===== config.mk =====
export PLATFORM = sky130hd
export DESIGN_NAME = dcache_ctrl_flat
export DESIGN_NICKNAME = d
export VERILOG_FILES = /design/src/rtl/dcache_ctrl_if.sv /design/src/rtl/dcache_ctrl.sv /design/src/flat_wrapper.sv
export SDC_FILE = /design/constraint.sdc
export NUM_CORES = 1
export LEC_CHECK = 0
export CORE_ASPECT_RATIO = 1.5
export CORE_MARGIN = 2
export CORE_UTILIZATION = 59
export DETAILED_ROUTE_END_ITERATION = 7
export GPL_ROUTABILITY_DRIVEN = 0
export GPL_TIMING_DRIVEN = 0
export PLACE_DENSITY = 0.85
export SYNTH_ARGS = -nofsm -noshare
export SYNTH_HDL_FRONTEND = slang
export SYNTH_SLANG_ARGS = --single-unit

===== constraint.sdc =====
create_clock -name clk_i -period 24.4 [get_ports clk_i]
set_input_delay 3.66 -clock clk_i [delete_from_list [all_inputs] [get_ports clk_i]]
set_output_delay 3.66 -clock clk_i [all_outputs]
set_load 0.02 [all_outputs]

===== src/rtl/dcache_ctrl_if.sv =====
// CPU-side and memory-side signal bundle for the direct-mapped data cache controller.
// The controller uses the slave modport; the pipeline/memory environment uses master.
interface dcache_ctrl_if;
  logic [31:0] cpu_addr_i;
  logic [31:0] cpu_wdata_i;
  logic        cpu_MemRd_i;
  logic        cpu_MemWr_i;
  logic [31:0] cpu_rdata_o;
  logic        cpu_stall_o;
  logic [31:0] mem_addr_o;
  logic [31:0] mem_wdata_o;
  logic        mem_MemWr_o;
  logic        mem_MemRd_o;
  logic [31:0] mem_rdata_i;

  modport slave (
    input  cpu_addr_i, cpu_wdata_i, cpu_MemRd_i, cpu_MemWr_i, mem_rdata_i,
    output cpu_rdata_o, cpu_stall_o, mem_addr_o, mem_wdata_o, mem_MemWr_o, mem_MemRd_o
  );

  modport master (
    output cpu_addr_i, cpu_wdata_i, cpu_MemRd_i, cpu_MemWr_i, mem_rdata_i,
    input  cpu_rdata_o, cpu_stall_o, mem_addr_o, mem_wdata_o, mem_MemWr_o, mem_MemRd_o
  );
endinterface


===== src/rtl/dcache_ctrl.sv =====
// Direct-mapped write-back / write-allocate data cache controller, one word per line.
// Optional hit/miss statistics counters are enabled with `define DCACHE_STATS_EN.
module dcache_ctrl #(
  parameter int IDX_W   = 2,
  parameter int MEM_LAT = 2
) (
  input  logic        clk_i,
  input  logic        rst_i,
  dcache_ctrl_if.slave bus
`ifdef DCACHE_STATS_EN
  ,
  output logic [31:0] hit_cnt_o,
  output logic [31:0] miss_cnt_o
`endif
);

  localparam int LINES = 1 << IDX_W;
  localparam int TAG_W = 30 - IDX_W;
  localparam int CNT_W = (MEM_LAT > 1) ? $clog2(MEM_LAT) : 1;
  localparam logic [CNT_W-1:0] CNT_LAST = CNT_W'(MEM_LAT - 1);

  typedef enum logic [1:0] {
    IDLE = 2'd0,
    WB   = 2'd1,
    FILL = 2'd2
  } state_t;

  state_t             state_r;
  logic [CNT_W-1:0]   cnt_r;
  logic               valid_r [LINES];
  logic               dirty_r [LINES];
  logic [TAG_W-1:0]   tag_r   [LINES];
  logic [31:0]        data_r  [LINES];

  logic [IDX_W-1:0]   idx_s;
  logic [TAG_W-1:0]   tag_s;
  logic               req_s;
  logic               hit_s;
  logic               victim_dirty_s;
  logic               last_s;
  logic               unused_addr_s;

  assign idx_s          = bus.cpu_addr_i[IDX_W+1:2];
  assign tag_s          = bus.cpu_addr_i[31:IDX_W+2];
  assign req_s          = bus.cpu_MemRd_i | bus.cpu_MemWr_i;
  assign hit_s          = valid_r[idx_s] && (tag_r[idx_s] == tag_s);
  assign victim_dirty_s = valid_r[idx_s] & dirty_r[idx_s];
  assign last_s         = (cnt_r == CNT_LAST);
  assign unused_addr_s  = ^bus.cpu_addr_i[1:0];

  // Output decode: stall must rise in the same cycle a miss is seen, so outputs follow state and request.
  always_comb begin
    bus.cpu_stall_o = 1'b0;
    bus.cpu_rdata_o = 32'd0;
    bus.mem_addr_o  = 32'd0;
    bus.mem_wdata_o = 32'd0;
    bus.mem_MemWr_o = 1'b0;
    bus.mem_MemRd_o = 1'b0;
    case (state_r)
      IDLE: begin
        if (rst_i) begin
          bus.cpu_stall_o = 1'b0;
        end else if (req_s && !hit_s) begin
          bus.cpu_stall_o = 1'b1;
        end else if (bus.cpu_MemRd_i && !bus.cpu_MemWr_i && hit_s) begin
          // A store wins when both strobes are high, so only a pure load returns data.
          bus.cpu_rdata_o = data_r[idx_s];
        end else begin
          bus.cpu_stall_o = 1'b0;
        end
      end
      WB: begin
        bus.cpu_stall_o = 1'b1;
        bus.mem_MemWr_o = 1'b1;
        bus.mem_addr_o  = {tag_r[idx_s], idx_s, 2'b00};
        bus.mem_wdata_o = data_r[idx_s];
      end
      FILL: begin
        bus.cpu_stall_o = 1'b1;
        bus.mem_MemRd_o = 1'b1;
        bus.mem_addr_o  = {tag_s, idx_s, 2'b00};
      end
      default: begin
        bus.cpu_stall_o = 1'b0;
      end
    endcase
  end

  // Controller FSM plus tag/data array updates.
  always_ff @(posedge clk_i or posedge rst_i) begin
    if (rst_i) begin
      state_r <= IDLE;
      cnt_r   <= '0;
      for (int i = 0; i < LINES; i++) begin
        valid_r[i] <= 1'b0;
        dirty_r[i] <= 1'b0;
        tag_r[i]   <= '0;
        data_r[i]  <= 32'd0;
      end
    end else begin
      case (state_r)
        IDLE: begin
          cnt_r <= '0;
          if (req_s && hit_s) begin
            if (bus.cpu_MemWr_i) begin
              data_r[idx_s]  <= bus.cpu_wdata_i;
              dirty_r[idx_s] <= 1'b1;
            end
          end else if (req_s) begin
            state_r <= victim_dirty_s ? WB : FILL;
          end
        end
        WB: begin
          if (last_s) begin
            state_r <= FILL;
            cnt_r   <= '0;
          end else begin
            cnt_r <= cnt_r + CNT_W'(1);
          end
        end
        FILL: begin
          if (last_s) begin
            // Memory data is combinational, so the last strobe cycle carries the refill word.
            data_r[idx_s]  <= bus.mem_rdata_i;
            tag_r[idx_s]   <= tag_s;
            valid_r[idx_s] <= 1'b1;
            dirty_r[idx_s] <= 1'b0;
            state_r        <= IDLE;
            cnt_r          <= '0;
          end else begin
            cnt_r <= cnt_r + CNT_W'(1);
          end
        end
        default: begin
          state_r <= IDLE;
          cnt_r   <= '0;
        end
      endcase
    end
  end

`ifdef DCACHE_STATS_EN
  logic fill_done_r;

  // Hit/miss statistics; the re-check hit right after a refill is part of the miss, not a new hit.
  always_ff @(posedge clk_i or posedge rst_i) begin
    if (rst_i) begin
      hit_cnt_o   <= 32'd0;
      miss_cnt_o  <= 32'd0;
      fill_done_r <= 1'b0;
    end else begin
      fill_done_r <= (state_r == FILL) && last_s;
      if ((state_r == IDLE) && req_s && !hit_s) begin
        miss_cnt_o <= miss_cnt_o + 32'd1;
      end else if ((state_r == IDLE) && req_s && hit_s && !fill_done_r) begin
        hit_cnt_o <= hit_cnt_o + 32'd1;
      end else begin
        hit_cnt_o <= hit_cnt_o;
      end
    end
  end
`endif

endmodule

===== src/flat_wrapper.sv =====
// flat-port wrapper written by rule: the top's interface ports become plain ports
module dcache_ctrl_flat 
#(
  parameter int IDX_W   = 2,
  parameter int MEM_LAT = 2
)
  (clk_i, rst_i, bus_cpu_addr_i, bus_cpu_wdata_i, bus_cpu_MemRd_i, bus_cpu_MemWr_i, bus_mem_rdata_i, bus_cpu_rdata_o, bus_cpu_stall_o, bus_mem_addr_o, bus_mem_wdata_o, bus_mem_MemWr_o, bus_mem_MemRd_o);
  dcache_ctrl_if bus_i ();
  input  logic clk_i;
  input  logic rst_i;
  input wire logic [$bits(bus_i.cpu_addr_i)-1:0] bus_cpu_addr_i;
  input wire logic [$bits(bus_i.cpu_wdata_i)-1:0] bus_cpu_wdata_i;
  input wire logic [$bits(bus_i.cpu_MemRd_i)-1:0] bus_cpu_MemRd_i;
  input wire logic [$bits(bus_i.cpu_MemWr_i)-1:0] bus_cpu_MemWr_i;
  input wire logic [$bits(bus_i.mem_rdata_i)-1:0] bus_mem_rdata_i;
  output wire logic [$bits(bus_i.cpu_rdata_o)-1:0] bus_cpu_rdata_o;
  output wire logic [$bits(bus_i.cpu_stall_o)-1:0] bus_cpu_stall_o;
  output wire logic [$bits(bus_i.mem_addr_o)-1:0] bus_mem_addr_o;
  output wire logic [$bits(bus_i.mem_wdata_o)-1:0] bus_mem_wdata_o;
  output wire logic [$bits(bus_i.mem_MemWr_o)-1:0] bus_mem_MemWr_o;
  output wire logic [$bits(bus_i.mem_MemRd_o)-1:0] bus_mem_MemRd_o;
  assign bus_i.cpu_addr_i = bus_cpu_addr_i;
  assign bus_i.cpu_wdata_i = bus_cpu_wdata_i;
  assign bus_i.cpu_MemRd_i = bus_cpu_MemRd_i;
  assign bus_i.cpu_MemWr_i = bus_cpu_MemWr_i;
  assign bus_i.mem_rdata_i = bus_mem_rdata_i;
  assign bus_cpu_rdata_o = bus_i.cpu_rdata_o;
  assign bus_cpu_stall_o = bus_i.cpu_stall_o;
  assign bus_mem_addr_o = bus_i.mem_addr_o;
  assign bus_mem_wdata_o = bus_i.mem_wdata_o;
  assign bus_mem_MemWr_o = bus_i.mem_MemWr_o;
  assign bus_mem_MemRd_o = bus_i.mem_MemRd_o;
  dcache_ctrl #(.IDX_W(IDX_W), .MEM_LAT(MEM_LAT)) u_core (.clk_i(clk_i), .rst_i(rst_i), .bus(bus_i));
endmodule

==> key figures <==
Run status
  – Outcome: finished, final reports clean

Job
  – Max-cap violations: 0

Die
  – Die Area: 22800 um^2
  – Die X: around 120 um
  – FP Rows: 65
  – Core ar.: approximately 21000 um^2
  – Initial Util: 60.4%
  – Die Y: 184 um
  – I/O Pins: between 150 and 200

Route
  – Iter 0 DRT Violations: between 900 and 1000
  – Final wirelength: 36100 um
  – Wire per inst: roughly 24 um
  – 1st-pass router iterations: 6
  – Post-route DRC: 0
  – Vias per cell: 6.41
  – Via Count: between 9000 and 10000
  – Routed Antenna Nets: 0

Yosys
  – Sequential fraction of the synthesis area: approximately half
  – Post-synth EDFFs: 0
  – Synthesis Warnings: 0
  – Main synth FF type: dfrtp_1
  – Ranking of synthesized cells by area: dfrtp_1 (49%), mux2_2 (10%), mux4_2 (9.2%)
  – Area leader, netlist: dfrtp_1
  – Post-synth top cells: dfrtp_1 (251), o22a_1 (128), mux2_2 (113), nand2_1 (69), nor2b_1 (59)
  – Top cell type's share of synthesized area: between 40% and 50%
  – Synth Instances: ~1000
  – Syn Std Cell Area: roughly 13000 um^2
  – Cell variety after synth: 58
  – FF+latch count, synth: 251
  – Avg Inst Size Synth: ~13 um^2
  – Most frequent cell after synthesis: dfrtp_1
  – Asr flop ratio synth: between 90% and 100%

Timing
  – Setup TNS Final: 0 ns
  – Worst slew pin tran: around 0.93 ns
  – RSZ-0062 raised after global routing: false
  – Skew final: 0.0107 ns
  – Minimum clock period: approximately 12 ns
  – Final Hold Fails: 0
  – Final setup vio count: 0
  – Slew Limit Fails: 0
  – Final worst setup slack: between 10 and 15 ns
  – Max transition margin: 38.1%
  – Fin crit share: around half
  – Fmax: 80.9 MHz

Setup path
  – FF-to-FF setup slack: between 20 and 25 ns
  – RR Endpoint: u_core.data_r[12]
  – Cell family with most CP delay: buffers and inverters
  – CP max stage delay: ~0.66 ns
  – Worst-path fanout max: 10
  – CP Cell Sequence: clkdlybuf4s50_1 > buf_4 > buf_2 > buf_1 > mux4_2 > xnor2_1 > nand4_1 > nor4_1 > nand4_1 > clkbuf_1 > nor2b_1 > clkdlybuf4s50_1
  – Crit end category: output port
  – Worst Setup SP: bus_cpu_addr_i[2]
  – Critical path required time: around 21 ns
  – Slowest CP cell: clkdlybuf4s50_1
  – Crit path buf inv count: 6
  – Worst path arrival time: between 8 and 9 ns
  – Critical path type: in2out
  – R2R depth: 9
  – Reg-to-reg startpoint: u_core.tag_r[6]
  – CP Launch Type: primary input

Global routing
  – Global-route wire length before repair: 56700 um
  – Vias in the first global route: 10300
  – Largest net degree at the start of global routing: between 90 and 100
  – Initial antenna violation count: 0
  – Total track usage: between 30% and 40%
  – Congestion Overflow GR: 0

Clock network
  – Reg clk slew, reported paths: roughly 0.060 ns
  – Post-cts sizing count: 0
  – H-Tree Depth: 1
  – Post-CTS Hold Buffers: 0
  – Setup Buffers After CTS: 0
  – Total CTS buffers: 24
  – CTS tree: built
  – CTS max path bufs: 3
  – CTS Sinks: about 250
  – Clk_lat worst skew: 0.52 ns
  – Root Driver: clkbuf_16

Hold path
  – Worst Hold Class: reg2reg
  – Hold path startpoint: u_core.valid_r[2]
  – Worst Hold End: u_core.valid_r[2]
  – Min-Delay Path Depth: 1

Power
  – Worst VDD drop: 78.2 uV
  – Leakage: around 6.4 nW
  – PwrDens: about 120 nW/um^2

Placed design
  – Hpwl dp: about 26000 um
  – Area after DPL: roughly 15000 um^2
  – IO buf count: between 150 and 200
  – DP Worst Slack: approximately 12 ns

Finish
  – Nets@finish: 1324
  – Syn-to-layout area delta: 24.1%
  – Post-Layout Inst Area: 15800 um^2
  – Antenna fix cells: 0
  – Layout cell share with drive strength beyond 1: between 20 and 25%
report_power, final:
group / switching (mW) / internal (mW)
registers: 0.109 / 0.621
logic: 0.356 / 0.391
clock network: 0.157 / 0.225
total: 0.623 / 1.24
registers in the layout, indices dropped and copies added (netlist names), named ones only:
signal,count
u_core.tag_r,112
u_core.data_r,128
u_core.valid_r,4
u_core.state_r,2
u_core.cnt_r,1
cells in the final DEF (no fill, tap or decap), types with 8 or more instances in the layout:
cell and n:
nor2b_1 59, and2_1 33, inv_1 9, nand4_1 10
a32oi_1 8, clkbuf_16 25, clkbuf_8 9, nand2_1 69
xnor2_1 18, nor2_1 8, mux2_2 113, buf_2 26
mux4_2 52, clkbuf_1 40, o22a_1 128, o21ai_0 10
a22oi_1 21, clkdlybuf4s50_1 186, buf_1 19, dfrtp_1 251
mux2i_1 50
cell families after synthesis:
logic type,share of synthesized area [%]
AND/OR/NAND/NOR,9.69
other,0.0294
multiplexers,23.1
adder cells (fa/ha/maj),0.392
flip-flops,49.2
XOR/XNOR,1.51
AO/OA/AOI/OAI,12.6
buffers and inverters,3.53
routing by layer:
metal  share of wire (%)  up-vias  track usage (%)
li1                    -     4168                -
met1                  36     4887             39.1
met2                  53      490             57.4
met3                 6.9      103             5.01
met4                 4.4        0             14.6
met5                   0        -                0
worst max path at each step:
stage	slack (ns)	endpoint	depth (start not counted)
6_report	12.04	bus_cpu_rdata_o[9]	12
3_3_place_gp	7.28	bus_cpu_rdata_o[9]	7
2_1_floorplan	10.52	bus_cpu_rdata_o[10]	5
4_1_cts	12.13	bus_cpu_rdata_o[9]	12
5_1_grt	11.85	bus_cpu_rdata_o[9]	12
3_5_place_dp	12.19	bus_cpu_rdata_o[9]	12
cell type report:
cell class	instances	area (um^2)
clock inverters	2	35.0
inverters	10	45.0
flip-flops and latches	251	6280
repair buffers	188	1920
plain buffers	88	413
fillers	1380	5310
multi-input cells	657	6030
well taps	268	335
clock buffers	41	776
worst reg2reg max path, stage by stage (launching register included):
cell	delay [ns]
dfrtp_1	0.37
mux4_2	0.50
xnor2_1	0.38
nand3_1	0.14
or4b_1	0.51
or3_1	0.40
o31a_1	0.39
nor3b_2	0.40
buf_2	0.34
o22a_1	0.18
per-stage QoR:
step                      util (%)  std cells  power [mW]  hold WS, ns
after floorplan                  -       1006        1.24        0.429
after global placement        70.8       1460        1.42        0.445
after detailed placement      71.1       1462        1.47        0.465
after CTS                     74.9       1505        1.85        0.483
after global routing          74.9       1505        1.95        0.489
final                         74.9       1505        1.86        0.481
Note: power is estimated with default switching activity, not from simulation.
